[src/rtl/acc_ctrl.sv]
// Accumulator sequencer: accepts one command at a time, drives registered hs/ls
// load/shift/clear controls for N steps, then pulses done.
// Optional feature: define ACC_CTRL_CARRY_STOP_EN to end SHL early on carry_out.
module acc_ctrl (
    input  logic       clk,
    input  logic       clr_n,
    input  logic       cmd_valid,
    output logic       cmd_ready,
    input  logic [2:0] cmd_op,
    input  logic [2:0] cmd_cnt,
    input  logic       abort,
    input  logic       carry_out,
    output logic [1:0] hs,
    output logic [1:0] ls,
    output logic       ah_inen,
    output logic       ah_reset,
    output logic       clr,
    output logic       busy,
    output logic       done,
    output logic       aborted
);

    typedef enum logic [1:0] {IDLE, EXEC, DONE} state_t;

    typedef struct packed {
        logic [1:0] hs;
        logic [1:0] ls;
        logic       ah_inen;
        logic       ah_reset;
        logic       clr;
    } ctl_t;

    localparam logic [2:0] OP_SHL = 3'b100;
    localparam logic [2:0] OP_SHR = 3'b101;

    function automatic ctl_t decode(input logic [2:0] op);
        ctl_t c;
        c = '0;
        case (op)
            3'b001: c.ls = 2'b11;
            3'b010: begin c.hs = 2'b11; c.ah_inen = 1'b1; end
            3'b011: begin c.hs = 2'b11; c.ls = 2'b11; c.ah_inen = 1'b1; end
            OP_SHL: begin c.hs = 2'b10; c.ls = 2'b10; end
            OP_SHR: begin c.hs = 2'b01; c.ls = 2'b01; end
            3'b110: c.ah_reset = 1'b1;
            3'b111: c.clr = 1'b1;
            default: c = '0;
        endcase
        return c;
    endfunction

    state_t     state_q, state_d;
    logic [2:0] op_q, op_d;
    logic [3:0] cnt_q, cnt_d;
    ctl_t       ctl_q, ctl_d;
    logic       ready_q, ready_d;
    logic       busy_q, busy_d;
    logic       done_q, done_d;
    logic       aborted_q, aborted_d;
    logic       carry_stop;

`ifdef ACC_CTRL_CARRY_STOP_EN
    assign carry_stop = carry_out && (op_q == OP_SHL);
`else
    logic unused_carry;
    assign unused_carry = carry_out;
    assign carry_stop   = 1'b0;
`endif

    // NOTE: every signal gets a default at the top of always_comb so no path leaves it unassigned (no latches).
    always_comb begin
        state_d   = state_q;
        op_d      = op_q;
        cnt_d     = cnt_q;
        ctl_d     = '0;
        ready_d   = 1'b0;
        busy_d    = 1'b0;
        done_d    = 1'b0;
        aborted_d = 1'b0;
        case (state_q)
            IDLE: begin
                // ready_q is low for the first cycle after reset, so nothing is accepted then.
                if (cmd_valid && ready_q) begin
                    state_d = EXEC;
                    op_d    = cmd_op;
                    if (cmd_op == OP_SHL || cmd_op == OP_SHR)
                        cnt_d = (cmd_cnt == 3'd0) ? 4'd8 : {1'b0, cmd_cnt};
                    else
                        cnt_d = 4'd1;
                    ctl_d  = decode(cmd_op);
                    busy_d = 1'b1;
                end else begin
                    ready_d = 1'b1;
                end
            end
            EXEC: begin
                busy_d = 1'b1;
                if (abort || carry_stop || cnt_q <= 4'd1) begin
                    state_d   = DONE;
                    done_d    = 1'b1;
                    aborted_d = abort || carry_stop;
                end else begin
                    cnt_d = cnt_q - 4'd1;
                    ctl_d = decode(op_q);
                end
            end
            DONE: begin
                state_d = IDLE;
                ready_d = 1'b1;
            end
            default: state_d = IDLE;
        endcase
    end

    // NOTE: sequential state uses non-blocking assignments so all flops update from pre-edge values.
    always_ff @(posedge clk or negedge clr_n) begin
        if (!clr_n) begin
            state_q   <= IDLE;
            op_q      <= 3'd0;
            cnt_q     <= 4'd0;
            ctl_q     <= '0;
            ready_q   <= 1'b0;
            busy_q    <= 1'b0;
            done_q    <= 1'b0;
            aborted_q <= 1'b0;
        end else begin
            state_q   <= state_d;
            op_q      <= op_d;
            cnt_q     <= cnt_d;
            ctl_q     <= ctl_d;
            ready_q   <= ready_d;
            busy_q    <= busy_d;
            done_q    <= done_d;
            aborted_q <= aborted_d;
        end
    end

    assign cmd_ready = ready_q;
    assign hs        = ctl_q.hs;
    assign ls        = ctl_q.ls;
    assign ah_inen   = ctl_q.ah_inen;
    assign ah_reset  = ctl_q.ah_reset;
    assign clr       = ctl_q.clr;
    assign busy      = busy_q;
    assign done      = done_q;
    assign aborted   = aborted_q;

endmodule
[config.mk]
export PLATFORM = sky130hd
export DESIGN_NAME = acc_ctrl
export DESIGN_NICKNAME = d
export VERILOG_FILES = /design/src/rtl/acc_ctrl.sv
export SDC_FILE = /design/constraint.sdc
export NUM_CORES = 1
export LEC_CHECK = 0
export CORE_AREA = 8 8 47 64
export DETAILED_ROUTE_END_ITERATION = 12
export DIE_AREA = 0 0 55 72
export PLACE_DENSITY = 0.73
export SLEW_MARGIN = 5
export SYNTH_ARGS = -nofsm -noshare
export SYNTH_HDL_FRONTEND = slang
export SYNTH_SLANG_ARGS = --single-unit
[constraint.sdc]
create_clock -name clk -period 2 [get_ports clk]
set_clock_uncertainty 0.15 [all_clocks]
set_input_delay 0.4 -clock clk [delete_from_list [all_inputs] [get_ports clk]]
set_output_delay 0.4 -clock clk [all_outputs]
set_load 0.005 [all_outputs]
==> flow_summary_export.csv, run 1 <==
group,metric,value,unit
status,status,"completed",
global_routing,grt_pass1_wl,3408,um
timing,relSlewSlack,73.84,%
setup_path,endpoint_kind,"register",
route,drc,0,
logic_synthesis,synth.distinct_cells,31,
floorplan,die_x,55,um
placed_design,placed_cell_area,0.001162,mm^2
route,drt-pass1-iter-count,4,
placed_design,place_congestion,0.9100,
global_routing,grt_max_degree,21,
route,avgViaCountPerCell,5.644,
clock_tree,cts_buffer_depth,2,
setup_path,r2r-end,"cnt_q[3]",
route,drtIter0Drc,26,
timing,slew_viol_final,0,
logic_synthesis,yosysTopAreaCellShare,53.69,%
floorplan,core,0.002102,mm^2
clock_tree,cts_buffers,3,
logic_synthesis,synth_seq_cells,20,
final_layout,final_area,0.001192,mm^2
placed_design,pre_cts_slack,9.243,ps
setup_path,crit_fanout,6,
setup_path,worstSetupPathType,"register to register",
timing,setup_ws,173.7,ps
global_routing,grt_pass1_vias,778,
setup_path,reg2reg_depth,6,
global_routing,antenna_found_initial,0,
route,via_count,762,
logic_synthesis,synth.most_common_cell,"dfrtp_1",
setup_path,r2r_setup_slack,170,ps
timing,post-route-min-period,1826,ps
global_routing,overflow,0,
clock_tree,clkTransAtPathRegs,100,ps
timing,finalSetupViolCount,0,
clock_tree,cts-root-buf,"clkbuf_4",
timing,rsz0062_at_grt,"no",
logic_synthesis,ys_warn_count,0,
floorplan,num_rows,20,
logic_synthesis,syn_nets,103,
timing,tns,0,ps
logic_synthesis,synth_area_leaders,"dfrtp_1 54%, nand2_1 4.0%, inv_1 3.2%, nor2_1 2.8%, o311ai_4 2.8%",
floorplan,dieArea,0.003960,mm^2
logic_synthesis,syn_avg_cell_area,10.36,um^2
final_layout,n_antenna_cell,0,
clock_tree,cts_tree,"done",
setup_path,cp_data_required_time,2040,ps
placed_design,port_buffers,20,
global_routing,grt_use_total,11.11,%
logic_synthesis,syn-cell-area,932.1,um^2
logic_synthesis,synthTopCellsByCount,"20 x dfrtp_1, 10 x nand2_1, 8 x inv_1",
clock_tree,cts_sinks,20,
timing,hold_viol,0,
final_layout,final_util,56.73,%
logic_synthesis,synth_flop_cell,"dfrtp_1",
logic_synthesis,yosysSeqAreaShare,53.69,%
floorplan,ios,22,
final_layout,fin_nets,128,
logic_synthesis,ys_async_sr_fraction,100.0,%
logic_synthesis,synth_edf_count,0,
logic_synthesis,yosysTopAreaCell,"dfrtp_1",
placed_design,dp_hpwl,1505,um
power_and_ir_drop,ir_worst_vdd,0.6358,mV
logic_synthesis,synth_cells,90,
clock_tree,worstSkewPairLatency,290,ps
setup_path,cp_data_arrival_time,1870,ps
route,routed_wl,2019,um
setup_path,reg2reg_from,"cnt_q[0]",
timing,period_share,91.32,%
route,postRouteAntennaNets,0,
final_layout,area_growth,27.92,%
power_and_ir_drop,leakagePower,0.5523,nW
route,wl_per_cell,14.96,um
clock_tree,cts_max_level,1,
timing,tightest_slew,392.3,ps
power_and_ir_drop,powerDensity,1208,mW/mm^2
flow_run,cap_viol_max_count,0,
timing,fmax,547.5,MHz
final_layout,drive_gt1_share,9.735,%
clock_tree,post_cts_buffers,0,
floorplan,start_util,44.35,%
setup_path,critPathLaunchType,"register",
floorplan,die_y,72,um
min_path,hp-class,"input pin to asynchronous set/reset pin",
## cell usage in the layout (no fill, tap or decap), drive strengths merged, types with 2 or more instances in the layout
master and count:
o32a 2, or3 3, o21ai 3, buf 2
dfrtp 20, nand2b 2, a211oi 2, ha 2
o221ai 2, nor2 7, inv 8, a31oi 2
clkdlybuf4s50 20, o22ai 3, a21oi 4, clkbuf 3
nand3 2, nand2 12, nor3 3
## how the worst max path moves through the flow
| stage | end | startpoint |
|---|---|---|
| 3_5_place_dp | hs[0] | cmd_valid |
| 4_1_cts | ls[1] | cnt_q[0] |
| 5_1_grt | cnt_q[0] | cnt_q[0] |
| 2_1_floorplan | hs[1] | cnt_q[0] |
| 6_report | cnt_q[3] | cnt_q[0] |
| 3_3_place_gp | hs[0] | cmd_valid |
## metal layers
layer	share of wire (%)	routed length [um]	global-route usage, %
met5	0	0	0
met4	1.5	30	5.362
met3	5.8	117	2.045
met2	52	1059	19.34
met1	40	810	12.01
## logic make-up after synthesis
logic type      Yosys count  share of synthesized area, %
simple gates             33                         17.72
mux                       1                         1.074
buf+inv                  10                         4.564
compound gates           24                         20.27
flops                    20                         53.69
fa+ha+maj                 2                         2.684
## report_power, final
part / switching (mW) / internal, mW / total, mW / leakage, nW
combinational: 0.306 / 0.296 / 0.602 / 0.280
clock: 0.113 / 0.0701 / 0.183 / 0.0138
sequential: 0.115 / 0.541 / 0.655 / 0.258
## worst max-delay path: stages (launching register included)
cell and delay (ps):
dfrtp_1 410, inv_1 80, ha_1 230, nor2_1 260, o311a_2 280, o21ai_1 90, a22o_1 220
## flip-flops by register name, summed over array words and instances (netlist names)
signal,flops
op_q,3
ls,2
clr,1
ah_reset,1
aborted,1
hs,2
ah_inen,1
cnt_q,4
done,1
cmd_ready,1
busy,1
state_q,2
## final cells by class
cell class	count	area (um^2)
inverters	8	30.03
clock buffers	3	22.52
multi-input cells	60	396.6
repair buffers	22	215.2
well taps	22	27.53
fillers	183	909.6
flip-flops and latches	20	500.5
## metrics by stage
step | power (mW) | hold WS (ps) | std cells
floorplan | 1.013 | -45.59 | 90
global placement | 1.234 | 342.0 | 132
detailed placement | 1.257 | 341.9 | 132
CTS | 1.443 | 291.8 | 135
global route | 1.546 | 300.0 | 135
finish | 1.440 | 285.5 | 135
## timing repair
item                       in CTS  in global routing
hold buffers                    0                  0
gates resized for setup         0                  1
setup endpoints to repair       0                  1
(Power assumes the default switching activity.)
==> inputs of run 2 (changes only) <==
--- a/config.mk
+++ b/config.mk
@@ -5,6 +5,7 @@
 export SDC_FILE = /design/constraint.sdc
 export NUM_CORES = 1
 export LEC_CHECK = 0
+export ABC_CLOCK_PERIOD_IN_PS = 2000
 export CORE_AREA = 8 8 47 64
 export DETAILED_ROUTE_END_ITERATION = 12
 export DIE_AREA = 0 0 55 72
==> results of run 2 <==
No change in the layout: final DEF, timing and power equal those of run 1.
==> inputs of run 3 (changes only) <==
==> config.mk (replaced) <==
export PLATFORM = sky130hd
export DESIGN_NAME = acc_ctrl
export DESIGN_NICKNAME = d
export VERILOG_FILES = /design/src/rtl/acc_ctrl.sv
export SDC_FILE = /design/constraint.sdc
export NUM_CORES = 1
export LEC_CHECK = 0
export ABC_CLOCK_PERIOD_IN_PS = 2100
export CORE_AREA = 8 8 47 64
export DETAILED_ROUTE_END_ITERATION = 12
export DIE_AREA = 0 0 55 72
export PLACE_DENSITY_LB_ADDON = 0.25
export SLEW_MARGIN = 25
export SYNTH_ARGS = -nofsm -noshare
export SYNTH_HDL_FRONTEND = slang
export SYNTH_SLANG_ARGS = --single-unit
==> constraint.sdc (replaced) <==
create_clock -name clk -period 2.1 [get_ports clk]
set_clock_uncertainty 0.15 [all_clocks]
set_input_delay 0.42 -clock clk [delete_from_list [all_inputs] [get_ports clk]]
set_output_delay 0.42 -clock clk [all_outputs]
set_load 0.005 [all_outputs]
==> run 3 against run 2 <==
Clock-buffer cell count did not move; routed wire length grew 2.1%; via count is 1.3% lower; highest routed layer unchanged.
==> flow_summary_export.csv, run 3 (synthesis results as in run 1) <==
group,metric,value,unit
timing,holdWs,293.9,ps
timing,tightest_slew,366.3,ps
global_routing,grt_use_total,11.03,%
power_and_ir_drop,powerDensity,1240,mW/mm^2
final_layout,area_growth,30.34,%
clock_tree,cts_sinks,20,
flow_run,cap_viol_max_count,0,
power_and_ir_drop,leakagePower,0.5661,nW
placed_design,pre_cts_slack,131.5,ps
final_layout,fin_nets,128,
floorplan,core,0.002102,mm^2
global_routing,grt_pass1_vias,775,
final_layout,multi_input_area,389.1,um^2
setup_path,cp_data_arrival_time,1910,ps
timing,finalSetupViolCount,0,
route,highest_layer,"met4",
placed_design,place_congestion,0.7843,
placed_design,placedCellCount,132,
global_routing,grt_max_degree,21,
clock_tree,clkTransAtPathRegs,120,ps
timing,slew_viol_final,0,
status,status,"completed",
floorplan,num_rows,20,
final_layout,n_antenna_cell,0,
global_routing,overflow,0,
clock_tree,cts_buffer_depth,2,
setup_path,r2r_setup_slack,240,ps
power_and_ir_drop,ir_worst_vdd,0.7042,mV
route,via_count,752,
route,met2_length,1033,um
timing,period_share,88.49,%
floorplan,start_util,44.35,%
route,avgViaCountPerCell,5.529,
setup_path,worstSetupPathType,"register to register",
clock_tree,cts_tree,"done",
power_and_ir_drop,power,1.507,mW
setup_path,crit_fanout,6,
timing,post-route-min-period,1858,ps
timing,hold_viol,0,
route,wl_met1,890,um
clock_tree,cts_max_level,1,
clock_tree,cts_buffers,3,
final_layout,most-common-layout-cells,"20 x dfrtp_1, 20 x clkdlybuf4s50_1, 10 x nand2_1",
clock_tree,post_cts_buffers,0,
global_routing,grt_pass1_wl,3353,um
final_layout,largest-register,"cnt_q",
clock_tree,cts-root-buf,"clkbuf_4",
setup_path,endpoint_kind,"register",
final_layout,drive_gt1_share,9.649,%
min_path,hp-class,"input pin to asynchronous set/reset pin",
placed_design,placed_cell_area,0.001162,mm^2
clock_tree,worstSkewPairLatency,300,ps
route,drc,0,
final_layout,top_regs,"cnt_q: 4 flops, op_q: 3 flops",
floorplan,die_y,72,um
clock_tree,post_cts_resized,0,
setup_path,cp_data_required_time,2150,ps
timing,tns,0,ps
placed_design,port_buffers,20,
timing,fmax,538.2,MHz
floorplan,ios,22,
setup_path,critPathLaunchType,"register",
timing,rsz0062_at_grt,"no",
final_layout,final_area,0.001215,mm^2
final_layout,final_util,57.80,%
timing,relSlewSlack,75.58,%
timing,setup_ws,241.8,ps
clock_tree,holdBufCountCts,0,
floorplan,dieArea,0.003960,mm^2
final_layout,largest_reg_flops,4,
route,wl_per_cell,15.15,um
route,postRouteAntennaNets,0,
final_layout,nFillCells,199,
placed_design,dp_hpwl,1509,um
global_routing,antenna_found_initial,0,
route,routed_wl,2061,um
final_layout,regArea,500.5,um^2
route,drt-pass1-iter-count,4,
route,route.met3.wl,120,um
floorplan,die_x,55,um
route,drtIter0Drc,4,
final_layout,stdcell_count,136,
## run 3: worst paths after layout
| kind | start | end | depth (start not counted) |
|---|---|---|---|
| min in group clk | op_q[0] | ah_reset | 1 |
| worst max-delay path | cnt_q[0] | hs[1] | 6 |
| worst min register to register | op_q[0] | ah_reset | 1 |
| worst min-delay path | clr_n | ls[1] | 2 |
| worst max register to register | cnt_q[0] | hs[1] | 6 |
| max in group asynchronous | clr_n | cnt_q[1] | 2 |
## run 3: critical path, stage by stage, from the launching register on
cell     delay (ps)
dfrtp_1         430
inv_1            90
ha_1            190
nor2_1          110
o311a_2         410
a41oi_1         300
nand2_1          90
## run 3: metal layers
layer  track usage (%)  vias to the layer above
met4             4.826                        0
met3             2.249                        2
li1                  -                      373
met1             11.90                      363
met2             19.34                       14
met5                 0                        -
## run 3: where the power goes
group          internal, mW  total, mW  switching [mW]
sequential            0.515      0.623           0.109
clock                 0.193      0.316           0.124
combinational         0.281      0.567           0.286
## run 3: layout make-up
type	count	share of cell area [%]
Multi-Input combinational cell	60	32.03
Sequential cell	20	41.19
Timing Repair Buffer	22	17.71
Inverter	8	2.472
Tap cell	22	2.266
Clock inverter	1	2.472
Clock buffer	3	1.854
